### config.mk
export PLATFORM = sky130hd
export DESIGN_NAME = key_dispatch
export DESIGN_NICKNAME = d
export VERILOG_FILES = /design/src/rtl/key_dispatch.sv
export SDC_FILE = /design/constraint.sdc
export NUM_CORES = 1
export LEC_CHECK = 0
export CAP_MARGIN = 20
export CORE_AREA = 2 2 583 585
export CTS_CLUSTER_SIZE = 8
export DETAILED_ROUTE_END_ITERATION = 6
export DIE_AREA = 0 0 585 587
export GPL_TIMING_DRIVEN = 0
export PLACE_DENSITY_LB_ADDON = 0.12
export SETUP_SLACK_MARGIN = 0.4
export SLEW_MARGIN = 30
export SYNTH_ARGS = -nofsm -noshare
export SYNTH_HDL_FRONTEND = slang
export SYNTH_SLANG_ARGS = --single-unit
### constraint.sdc
create_clock -name clk -period 3.9 [get_ports clk]
set_input_delay 0.585 -clock clk [delete_from_list [all_inputs] [get_ports clk]]
set_output_delay 0.585 -clock clk [all_outputs]
set_load 0.01 [all_outputs]
### src/rtl/key_dispatch.sv
// key_dispatch: hands out fixed-size key chunks to arcfour search cores and gathers the search outcome.
// Build option KEY_DISPATCH_ROUND_ROBIN_EN selects rotating arbitration; default is fixed lowest-index priority.
module key_dispatch #(
  parameter int NUM_CORES = 51,
  parameter int LOG_NUM_CORES = 8,
  parameter int KEY_WIDTH = 24,
  parameter int CHUNK_LOG = 10,
  parameter logic [KEY_WIDTH-1:0] KEY_MAX = 24'hffffff
) (
  input  logic                           clk,
  input  logic                           reset,
  input  logic                           start,
  input  logic                           abort,
  input  logic [NUM_CORES-1:0]           core_req,
  input  logic [NUM_CORES-1:0]           core_done,
  input  logic [NUM_CORES-1:0]           core_success,
  input  logic [NUM_CORES*KEY_WIDTH-1:0] core_key,
  output logic [NUM_CORES-1:0]           grant,
  output logic [KEY_WIDTH-1:0]           grant_base,
  output logic [KEY_WIDTH-1:0]           grant_limit,
  output logic                           kill,
  output logic                           found,
  output logic                           exhausted,
  output logic                           busy,
  output logic [LOG_NUM_CORES-1:0]      found_core,
  output logic [KEY_WIDTH-1:0]           found_key
);

  localparam logic [2:0] ST_IDLE      = 3'd0;
  localparam logic [2:0] ST_DISPATCH  = 3'd1;
  localparam logic [2:0] ST_DRAIN     = 3'd2;
  localparam logic [2:0] ST_FOUND     = 3'd3;
  localparam logic [2:0] ST_EXHAUSTED = 3'd4;

  // Key arithmetic carries one extra bit so stepping past KEY_MAX never wraps to zero.
  localparam logic [KEY_WIDTH:0] CHUNK_SPAN  = ~({(KEY_WIDTH+1){1'b1}} << CHUNK_LOG);
  localparam logic [KEY_WIDTH:0] CHUNK_SIZE  = {{KEY_WIDTH{1'b0}}, 1'b1} << CHUNK_LOG;
  localparam logic [KEY_WIDTH:0] KEY_MAX_EXT = {1'b0, KEY_MAX};

  logic [2:0]               state;
  logic [KEY_WIDTH:0]       next_base;
  logic [KEY_WIDTH:0]       base_after;
  logic [KEY_WIDTH:0]       chunk_last;
  logic [KEY_WIDTH-1:0]     limit_value;
  logic [NUM_CORES-1:0]     outstanding;
  logic [NUM_CORES-1:0]     live;
  logic [NUM_CORES-1:0]     eligible;
  logic [NUM_CORES-1:0]     arb_onehot;
  logic                     arb_valid;
  logic                     success_any;
  logic                     grant_fire;
  logic [LOG_NUM_CORES-1:0] succ_idx;
  logic [KEY_WIDTH-1:0]     succ_key;

  // A core finishing this cycle is free to take a new chunk on the same edge.
  assign live        = outstanding & ~core_done;
  assign eligible    = core_req & ~live;
  assign success_any = |core_success;
  assign grant_fire  = (state == ST_DISPATCH) && !success_any && !abort && arb_valid;
  assign busy        = (state == ST_DISPATCH) || (state == ST_DRAIN);
  assign base_after  = next_base + CHUNK_SIZE;
  assign chunk_last  = next_base + CHUNK_SPAN;
  assign limit_value = (chunk_last > KEY_MAX_EXT) ? KEY_MAX : chunk_last[KEY_WIDTH-1:0];

  always_comb begin
    succ_idx = '0;
    succ_key = '0;
    for (int i = NUM_CORES - 1; i >= 0; i--) begin
      if (core_success[i]) begin
        succ_idx = LOG_NUM_CORES'(i);
        succ_key = core_key[i*KEY_WIDTH +: KEY_WIDTH];
      end
    end
  end

`ifdef KEY_DISPATCH_ROUND_ROBIN_EN
  logic [LOG_NUM_CORES-1:0] rr_ptr;
  logic [LOG_NUM_CORES-1:0] arb_idx;
  logic [NUM_CORES-1:0]     rr_rot;
  logic [NUM_CORES-1:0]     rr_hot;
  int                       rr_pos;

  // Rotate requests so the pointer sits at bit 0, pick the lowest, then rotate the winner back.
  always_comb begin
    rr_rot = NUM_CORES'({eligible, eligible} >> rr_ptr);
    rr_hot = '0;
    rr_pos = 0;
    for (int i = NUM_CORES - 1; i >= 0; i--) begin
      if (rr_rot[i]) begin
        rr_hot    = '0;
        rr_hot[i] = 1'b1;
        rr_pos    = i;
      end
    end
    rr_pos = rr_pos + int'(rr_ptr);
    if (rr_pos >= NUM_CORES) rr_pos = rr_pos - NUM_CORES;
    arb_idx    = LOG_NUM_CORES'(rr_pos);
    arb_onehot = NUM_CORES'(({rr_hot, rr_hot} << rr_ptr) >> NUM_CORES);
    arb_valid  = |eligible;
  end

  always_ff @(posedge clk) begin
    if (reset) begin
      rr_ptr <= '0;
    end else if (grant_fire) begin
      rr_ptr <= (arb_idx == LOG_NUM_CORES'(NUM_CORES - 1)) ? '0 : arb_idx + LOG_NUM_CORES'(1);
    end
  end
`else
  always_comb begin
    arb_onehot = '0;
    arb_valid  = |eligible;
    for (int i = NUM_CORES - 1; i >= 0; i--) begin
      if (eligible[i]) begin
        arb_onehot    = '0;
        arb_onehot[i] = 1'b1;
      end
    end
  end
`endif

  always_ff @(posedge clk) begin
    if (reset) begin
      state       <= ST_IDLE;
      next_base   <= '0;
      outstanding <= '0;
      grant       <= '0;
      grant_base  <= '0;
      grant_limit <= '0;
      kill        <= 1'b0;
      found       <= 1'b0;
      exhausted   <= 1'b0;
      found_core  <= '0;
      found_key   <= '0;
    end else begin
      grant <= '0;
      kill  <= 1'b0;
      case (state)
        ST_IDLE, ST_FOUND, ST_EXHAUSTED: begin
          if (start) begin
            state       <= ST_DISPATCH;
            next_base   <= '0;
            outstanding <= '0;
            found       <= 1'b0;
            exhausted   <= 1'b0;
            found_core  <= '0;
            found_key   <= '0;
          end
        end
        ST_DISPATCH, ST_DRAIN: begin
          // Success outranks abort, completion and any grant in the same cycle.
          if (success_any) begin
            state       <= ST_FOUND;
            found       <= 1'b1;
            found_core  <= succ_idx;
            found_key   <= succ_key;
            kill        <= 1'b1;
            outstanding <= '0;
          end else if (abort) begin
            state       <= ST_IDLE;
            kill        <= 1'b1;
            outstanding <= '0;
          end else if (state == ST_DRAIN) begin
            outstanding <= live;
            if (outstanding == '0) begin
              state     <= ST_EXHAUSTED;
              exhausted <= 1'b1;
              kill      <= 1'b1;
            end
          end else begin
            outstanding <= live | (grant_fire ? arb_onehot : '0);
            if (grant_fire) begin
              grant       <= arb_onehot;
              grant_base  <= next_base[KEY_WIDTH-1:0];
              grant_limit <= limit_value;
              next_base   <= base_after;
              if (base_after > KEY_MAX_EXT) state <= ST_DRAIN;
            end
          end
        end
        default: state <= ST_IDLE;
      endcase
    end
  end

endmodule

==> results of run 1 <==
[kinds of logic (layout without fill, tap and decap cells)]
kind of cell	after synthesis	in the layout	share of synthesized area, %
AO/OA/AOI/OAI	1197	1197	45.62
XOR/XNOR	14	14	0.6704
adder cells (fa/ha/maj)	2	2	0.1368
buffers and inverters	326	1923	7.238
flip-flops	182	182	19.92
multiplexers	3	3	0.1710
other	1	82	0.02050
AND/OR/NAND/NOR	959	959	26.22
[worst max-delay path: cells and delay by family]
family                 cells  cell delay (ps)
buffers and inverters      2              650
AOI/OAI and AO/OA          6             2190
and+or+nand+nor            2              490
[cell type report]
| class | count | share of cell area (%) |
|---|---|---|
| clock buffer | 18 | 1.025 |
| timing repair buffer | 1565 | 36.94 |
| clock inverter | 14 | 0.3680 |
| inverter | 72 | 0.7214 |
| antenna | 70 | 0.4089 |
| tap | 4536 | 13.25 |
| buffer | 254 | 3.324 |
| multi-input combinational | 2187 | 35.45 |
| sequential | 182 | 8.505 |
[power by group through the flow]
stage,Clock [W],Sequential [W],Combinational [W]
after global routing,0.00218,0.00194,0.00467
after CTS,0.00214,0.00194,0.00449
after floorplan,0,0.00199,0.00101
after detailed placement,0,0.00198,0.00432
final,0.00201,0.00194,0.00452
after global placement,0,0.00198,0.00422
[synthesized netlist by cell type, types with 7 or more instances]
cell type / n
a221oi_1: 108
nor2_1: 239
nor3_1: 87
a22oi_1: 23
o311ai_0: 12
nor2b_1: 37
a211oi_1: 28
a31o_2: 14
and3_1: 10
nand2b_1: 77
o21a_1: 7
o211ai_1: 24
a22o_1: 8
a2111oi_0: 21
nand3_1: 77
a31oi_1: 22
xor2_1: 14
buf_1: 14
a21oi_1: 223
o2111ai_1: 12
nor3b_1: 7
o21ai_0: 197
or2_2: 28
o22a_1: 13
nand4_1: 28
dfxtp_1: 182
or3_1: 17
inv_1: 63
buf_4: 21
o221a_2: 7
a221o_1: 75
o22ai_1: 199
o221ai_1: 90
clkbuf_1: 212
nor4_1: 50
a211o_1: 15
clkinv_1: 8
o31ai_1: 31
or4_1: 19
and2_1: 8
nor4b_1: 7
nand3b_1: 8
nand2_1: 232
[flip-flops by register name, indices dropped and copies added (netlist names)]
name,cells
exhausted,1
found,1
found_core,6
found_key,24
grant,51
grant_base,14
grant_limit,15
kill,1
next_base,15
outstanding,51
state,3
[routing by layer]
metal	vias up	share of wire, %
met3	361	8.8
met2	1916	45
met4	104	2.3
met5	-	0.20
li1	13922	-
met1	16135	44
[how the worst max path moves through the flow]
stage | start | end | slack, ps | depth (start not counted)
3_5_place_dp | core_success[37] | found_key[17]$_SDFFE_PP0P_ | -2580 | 9
6_report | core_success[31] | found_key[8]$_SDFFE_PP0P_ | 300 | 10
4_1_cts | core_success[18] | found_key[21]$_SDFFE_PP0P_ | 370 | 10
3_3_place_gp | core_success[34] | found_key[16]$_SDFFE_PP0P_ | -4910 | 10
2_1_floorplan | core_success[30] | outstanding[49]$_SDFFE_PP0P_ | 650 | 9
5_1_grt | core_success[50] | found_key[7]$_SDFFE_PP0P_ | 320 | 11
[per-stage QoR]
step                utilization (%)  setup WS, ps  instances  setup TNS [ps]  hold WS, ps
floorplan                         -         648.1       2695               0        456.1
global route                  12.64         317.9       8843               0        487.1
CTS                           12.54         374.6       8821               0        464.1
finish                        12.68         296.3       8898               0        460.2
detailed placement            11.87         -2582       8763         -259300        449.6
global placement              11.52         -4913       8721         -372930        448.9
[timing repair]
item                       in CTS  in global routing
resized for setup             443                 91
setup endpoints to repair     183                110
pin swaps                      48                 29
setup buffers                  26                  6
==> metrics.yaml, run 1 <==
hold_path:
  hold_depth: 2
  min-delay-start: "grant_base[12]$_SDFFE_PP0P_"
  hold_path_end: "grant_base[12]$_SDFFE_PP0P_"
  hold_path_class: "reg2reg"
power_and_ir_drop:
  combPwrFrac_pct: 53.4
  power_switching_share_pct: 44.04
  ir_worst_vdd_uv: 369.4
  pwr-share-seq_pct: 22.9
  clkPwrFrac_pct: 23.8
  power_w: 0.008467
  power.leakage_nw: 13.19
  p_switching_w: 0.003729
  internal_power_w: 0.004738
  powerDensity_mw_per_mm2: 197.7
final_layout:
  final_common_cell: "clkdlybuf4s50_1"
  multi_input_area_mm2: 0.01519
  drive_gt1_share_pct: 14.49
  final_area_mm2: 0.04284
  area_delta_synth_final_pct: 134.2
  fin_nets: 5662
  fillers: 39250
  ff_latch_area_mm2: 0.003643
  mostFrequentLayoutCells: "clkdlybuf4s50_1, nand2_1, nor2_1, a21oi_1, o22ai_1"
die:
  die_w_um: 585
  rows: 214
  num_io_pins: 1516
  start_util_pct: 5.413
  die_h_um: 587
  core_area_mm2: 0.3379
  dieArea_mm2: 0.3434
global_routing:
  grt_pass1_vias: 32683
  grt.overflow.total: 0
  use_met1_pct: 25.14
  grt_use_met2_pct: 31.26
  grt_first_pass_wirelength_mm: 419.2
  busiest_layer: "met2"
  antenna_found_initial: 208
  use_met3_pct: 6.320
  grt_usage_pct: 19.42
  grt_max_degree: 19
yosys:
  synth_edf_count: 0
  syn_area_per_cell_um2: 6.814
  synth-seq-cells: 182
  synth_top_cell_area_share_pct: 19.92
  yosys.area.top_type: "dfxtp_1"
  synthCells: 2684
  ys_seq_area_share_pct: 19.92
  synth_warnings: 0
  synthArstFlopShare_pct: 0
  yosysUniqueCellTypes: 83
  synth_area_leaders: "dfxtp_1, o22ai_1, a21oi_1"
  syn-cell-area_mm2: 0.01829
  ys_dominant_reg_cell: "dfxtp_1"
critical_path:
  timing.rr.end: "outstanding[35]$_SDFFE_PP0P_"
  max_stage_delay_ps: 820
  r2r_slack_ps: 580
  reg2reg_depth: 9
  cp_cell_sequence: "buf_2 > or2_2 > clkbuf_2 > a221oi_1 > nand2_1 > a21oi_1 > o21ai_2 > a221o_2 > a21oi_4 > o21ai_0"
  cp-end-kind: "flip-flop"
  timing.rr.start: "outstanding[24]$_SDFFE_PP0P_"
  critPathMaxFanout: 9
  start_kind: "input port"
  crit_arrival_ps: 3990
  cp.required_ps: 4290
  critPathKind: "in2reg"
  cp_slowest_cell: "a221oi_1"
clock_network:
  cts-root-buf: "clkbuf_16"
  numCtsBuffers: 17
  clock_latency_ps: 550
  clk_pin_slew_worst_paths_ps: 80
  max-clock-path-buffers: 2
  clock-sinks: 182
  cts_tree: "done"
  htreeDepth: 4
  ctsHoldBuffers: 0
placed_design:
  place.gp.congestion: 0.8997
  port_buffers: 1490
  place_area_mm2: 0.04010
  hpwl_mm: 317.0
timing:
  max_freq_ghz: 0.2775
  hold_viol: 0
  tightestPinTransition_ps: 1143
  rsz0062_at_grt: "yes"
  period_share_pct: 92.40
  setup_viol: 0
  slew_headroom_pct: 23.77
  slew_violations: 0
  layout_min_cycle_time_ps: 3604
  skew_ps: 53.05
route:
  drt-initial-drc-count: 2625
  routedWlPerCell_um: 39.11
  drcViolationCount: 0
  num_vias: 32438
  ant_nets: 0
  drt-total-wl_mm: 348.0
  drtPass1Iterations: 6
  via_per_inst: 3.646
status:
  status: "finished, final reports clean"
flow_run:
  cap_violations: 0
(Power assumes the default switching activity.)
==> run 2, diff against run 1 <==
Settings changed: ABC_AREA set to 1, CORE_AREA 2 2 583 585 to 2 2 588 590, CTS_CLUSTER_SIZE 8 to 14, DIE_AREA 0 0 585 587 to 0 0 590 592.
==> metrics.yaml, run 2 <==
status:
  status: "finished, final reports clean"
clock_network:
  numCtsBuffers: 17  # unchanged
  clock_latency_ps: 520  # -30 ps
  clock-sinks: 182  # unchanged
  ctsHoldBuffers: 0  # unchanged
  htreeDepth: 4  # unchanged
  cts_tree: "done"
  cts-root-buf: "clkbuf_16"
  max-clock-path-buffers: 2  # unchanged
  clk_pin_slew_worst_paths_ps: 90  # about the same
final_layout:
  fillers: 39797  # +1.4%
  final_util_pct: 13.65  # +0.97 points
  reg_top3: "grant (51), outstanding (51), found_key (24)"
  drive_gt1_share_pct: 20.49  # +6.0 points
  final_common_cell: "clkdlybuf4s50_1"
  area_delta_synth_final_pct: 130.5
  mostFrequentLayoutCells: "clkdlybuf4s50_1, nand2_1, nor2_1, inv_1, nand2_2"
  finalNonFillerCells: 10027  # +13%
  fin_nets: 6812  # +20%
power_and_ir_drop:
  p_switching_w: 0.004280  # +15%
  clkPwrFrac_pct: 20.2  # -3.6 points
  power_switching_share_pct: 44.78  # +0.74 points
  power.leakage_nw: 17.91  # +36%
  internal_power_w: 0.005277  # +11%
  pwr-share-seq_pct: 21.6  # -1.3 points
  combPwrFrac_pct: 58.2  # +4.8 points
  ir_worst_vdd_uv: 269.1  # -27%
  powerDensity_mw_per_mm2: 204.4  # +3.4%
yosys:
  synthArstFlopShare_pct: 0  # unchanged
  synth_warnings: 0  # unchanged
  ys_dominant_reg_cell: "dfxtp_1"
  yosysUniqueCellTypes: 49  # -41%
  synth-seq-cells: 182  # unchanged
  syn_area_per_cell_um2: 5.294  # -22%
  ys_top_cells_by_count: "nand2_1, nor2_1, inv_1"
  synth_most_common_cell: "nand2_1"
  synth_area_leaders: "nand2_1, dfxtp_1, nor2_1"
  synth_edf_count: 0  # unchanged
  syn-cell-area_mm2: 0.02028  # +11%
  ys_seq_area_share_pct: 17.97  # -2.0 points
  synthCells: 3831  # +43%
  yosys.area.top_type: "nand2_1"
  synth_top_cell_area_share_pct: 28.80  # +8.9 points
timing:
  hold_viol: 0  # unchanged
  final.setup.worst_slack_ps: 424.6  # +128.4 ps
  setup_viol: 0  # unchanged
  max_freq_ghz: 0.2877  # +3.7%
  whs_ps: 465.1  # +4.925 ps
  rsz0062_at_grt: "yes"
  slew_headroom_pct: 35.40  # +12 points
  period_share_pct: 89.11  # -3.3 points
  slew_violations: 0  # unchanged
  setup_tns_ps: 0  # unchanged
  skew_ps: 21.47  # -31.58 ps
  layout_min_cycle_time_ps: 3475  # -128.4 ps
  tightestPinTransition_ps: 969.1  # -174.3 ps
route:
  ant_nets: 0  # unchanged
  drt-total-wl_mm: 272.9  # -22%
  drt-initial-drc-count: 1843  # -30%
  drcViolationCount: 0  # unchanged
  drtPass1Iterations: 5  # -1
  via_per_inst: 3.278  # -10%
  num_vias: 32871  # +1.3%
  routedWlPerCell_um: 27.22  # -30%
critical_path:
  crit_path_frequent_cell: "nand2_1"
  critPathMaxFanout: 10  # +1
  critPathKind: "in2reg"
  max_stage_delay_ps: 240  # -580 ps
  cp.required_ps: 4270  # -20 ps
  cp_slowest_cell: "buf_4"
  start_kind: "input port"
  cp-end-kind: "flip-flop"
  crit_arrival_ps: 3840  # -150 ps
die:
  num_io_pins: 1516  # unchanged
  die_h_um: 592  # +0.85%
  rows: 215  # +0.47%
  core_area_mm2: 0.3424  # +1.3%
  start_util_pct: 5.922  # +0.51 points
  dieArea_mm2: 0.3493  # +1.7%
  die_w_um: 590  # +0.85%
global_routing:
  grt_first_pass_wirelength_mm: 344.7  # -18%
  grt.overflow.total: 0  # unchanged
  grt_max_degree: 20  # +1
  grt_usage_pct: 14.95  # -4.5 points
  grt_pass1_vias: 34098  # +4.3%
  antenna_found_initial: 113  # -46%
placed_design:
  port_buffers: 1482  # -0.54%
  hpwl_mm: 246.3  # -22%
  dp_cells: 9888  # +13%
  place.gp.congestion: 0.9043  # +0.51%
  pre_cts_ws_ps: -3405  # -822.2 ps
flow_run:
  cap_violations: 0  # unchanged
hold_path:
  hold_path_class: "reg2reg"
## run 2: worst max-delay path: cells and delay by family
family	cells	cell delay, ps
and+or+nand+nor	27	2400
buffers and inverters	3	500
AOI/OAI and AO/OA	2	300
## run 2: cells by family (layout without fill, tap and decap cells)
family          count (synthesis)  count (layout)  synth area share (%)
compound gates                684             684                 23.46
xor+xnor                        1               1               0.04320
fa+ha+maj                       2               2                0.1234
buf+inv                       633            2233                 12.53
flops                         182             182                 17.97
other cells                     1              40               0.01849
simple gates                 2328            2328                 45.85
## run 2: power groups by stage
stage	clock network [W]	registers [W]	logic, W
finish	0.00193	0.00206	0.00557
CTS	0.00203	0.00206	0.00543
floorplan	0	0.00214	0.00165
global route	0.00207	0.00208	0.00595
detailed placement	0	0.00210	0.00500
global placement	0	0.00210	0.00501
## run 2: path summary, 6_finish.rpt
kind | to | slack, ps | from | depth (start not counted)
setup reg to reg | found_core[5]$_SDFFE_PP0P_ | 780 | state[1]$_SDFFE_PP0P_ | 10
hold reg to reg | found_key[3]$_SDFFE_PP0P_ | 470 | found_key[3]$_SDFFE_PP0P_ | 2
hold / removal | found_key[3]$_SDFFE_PP0P_ | 470 | found_key[3]$_SDFFE_PP0P_ | 2
setup / recovery | found_key[11]$_SDFFE_PP0P_ | 420 | core_success[40] | 32
## run 2: area by class of cell
cell class	instances	area, um^2	area share (%)
inverter	404	1613	3.450
clock inverter	15	187.7	0.4015
timing repair buffer	1568	15670	33.52
antenna	28	70.07	0.1499
buffer	229	1441	3.083
clock buffer	17	425.4	0.9100
tap	4557	5702	12.20
multi-input combinational	3027	18000	38.50
sequential	182	3643	7.794
## run 2: stage by stage
step	area [um^2]	total power (W)
global placement	40860	0.007109
global route	46700	0.01010
detailed placement	41000	0.007107
finish	46750	0.009557
CTS	44800	0.009514
floorplan	20320	0.003789
## run 2: repair_timing
item,in CTS,in global routing
pin swaps,193,312
resized for setup,921,445
buffers inserted,45,31
cloned,2,1
endpoints found under the setup margin,182,148
## run 2: routing by layer
metal	up-vias	global-route usage, %	routed length (um)
met5	-	0	513
met4	78	2.468	7336
met3	262	3.195	15110
met2	1262	28.93	143100
met1	15491	16.74	106900
li1	15778	-	-
==> run 3, diff against run 2 <==
Settings changed: SKIP_LAST_GASP set to 1.
==> results of run 3 <==
No change in the layout: final DEF, timing and power equal those of run 2.
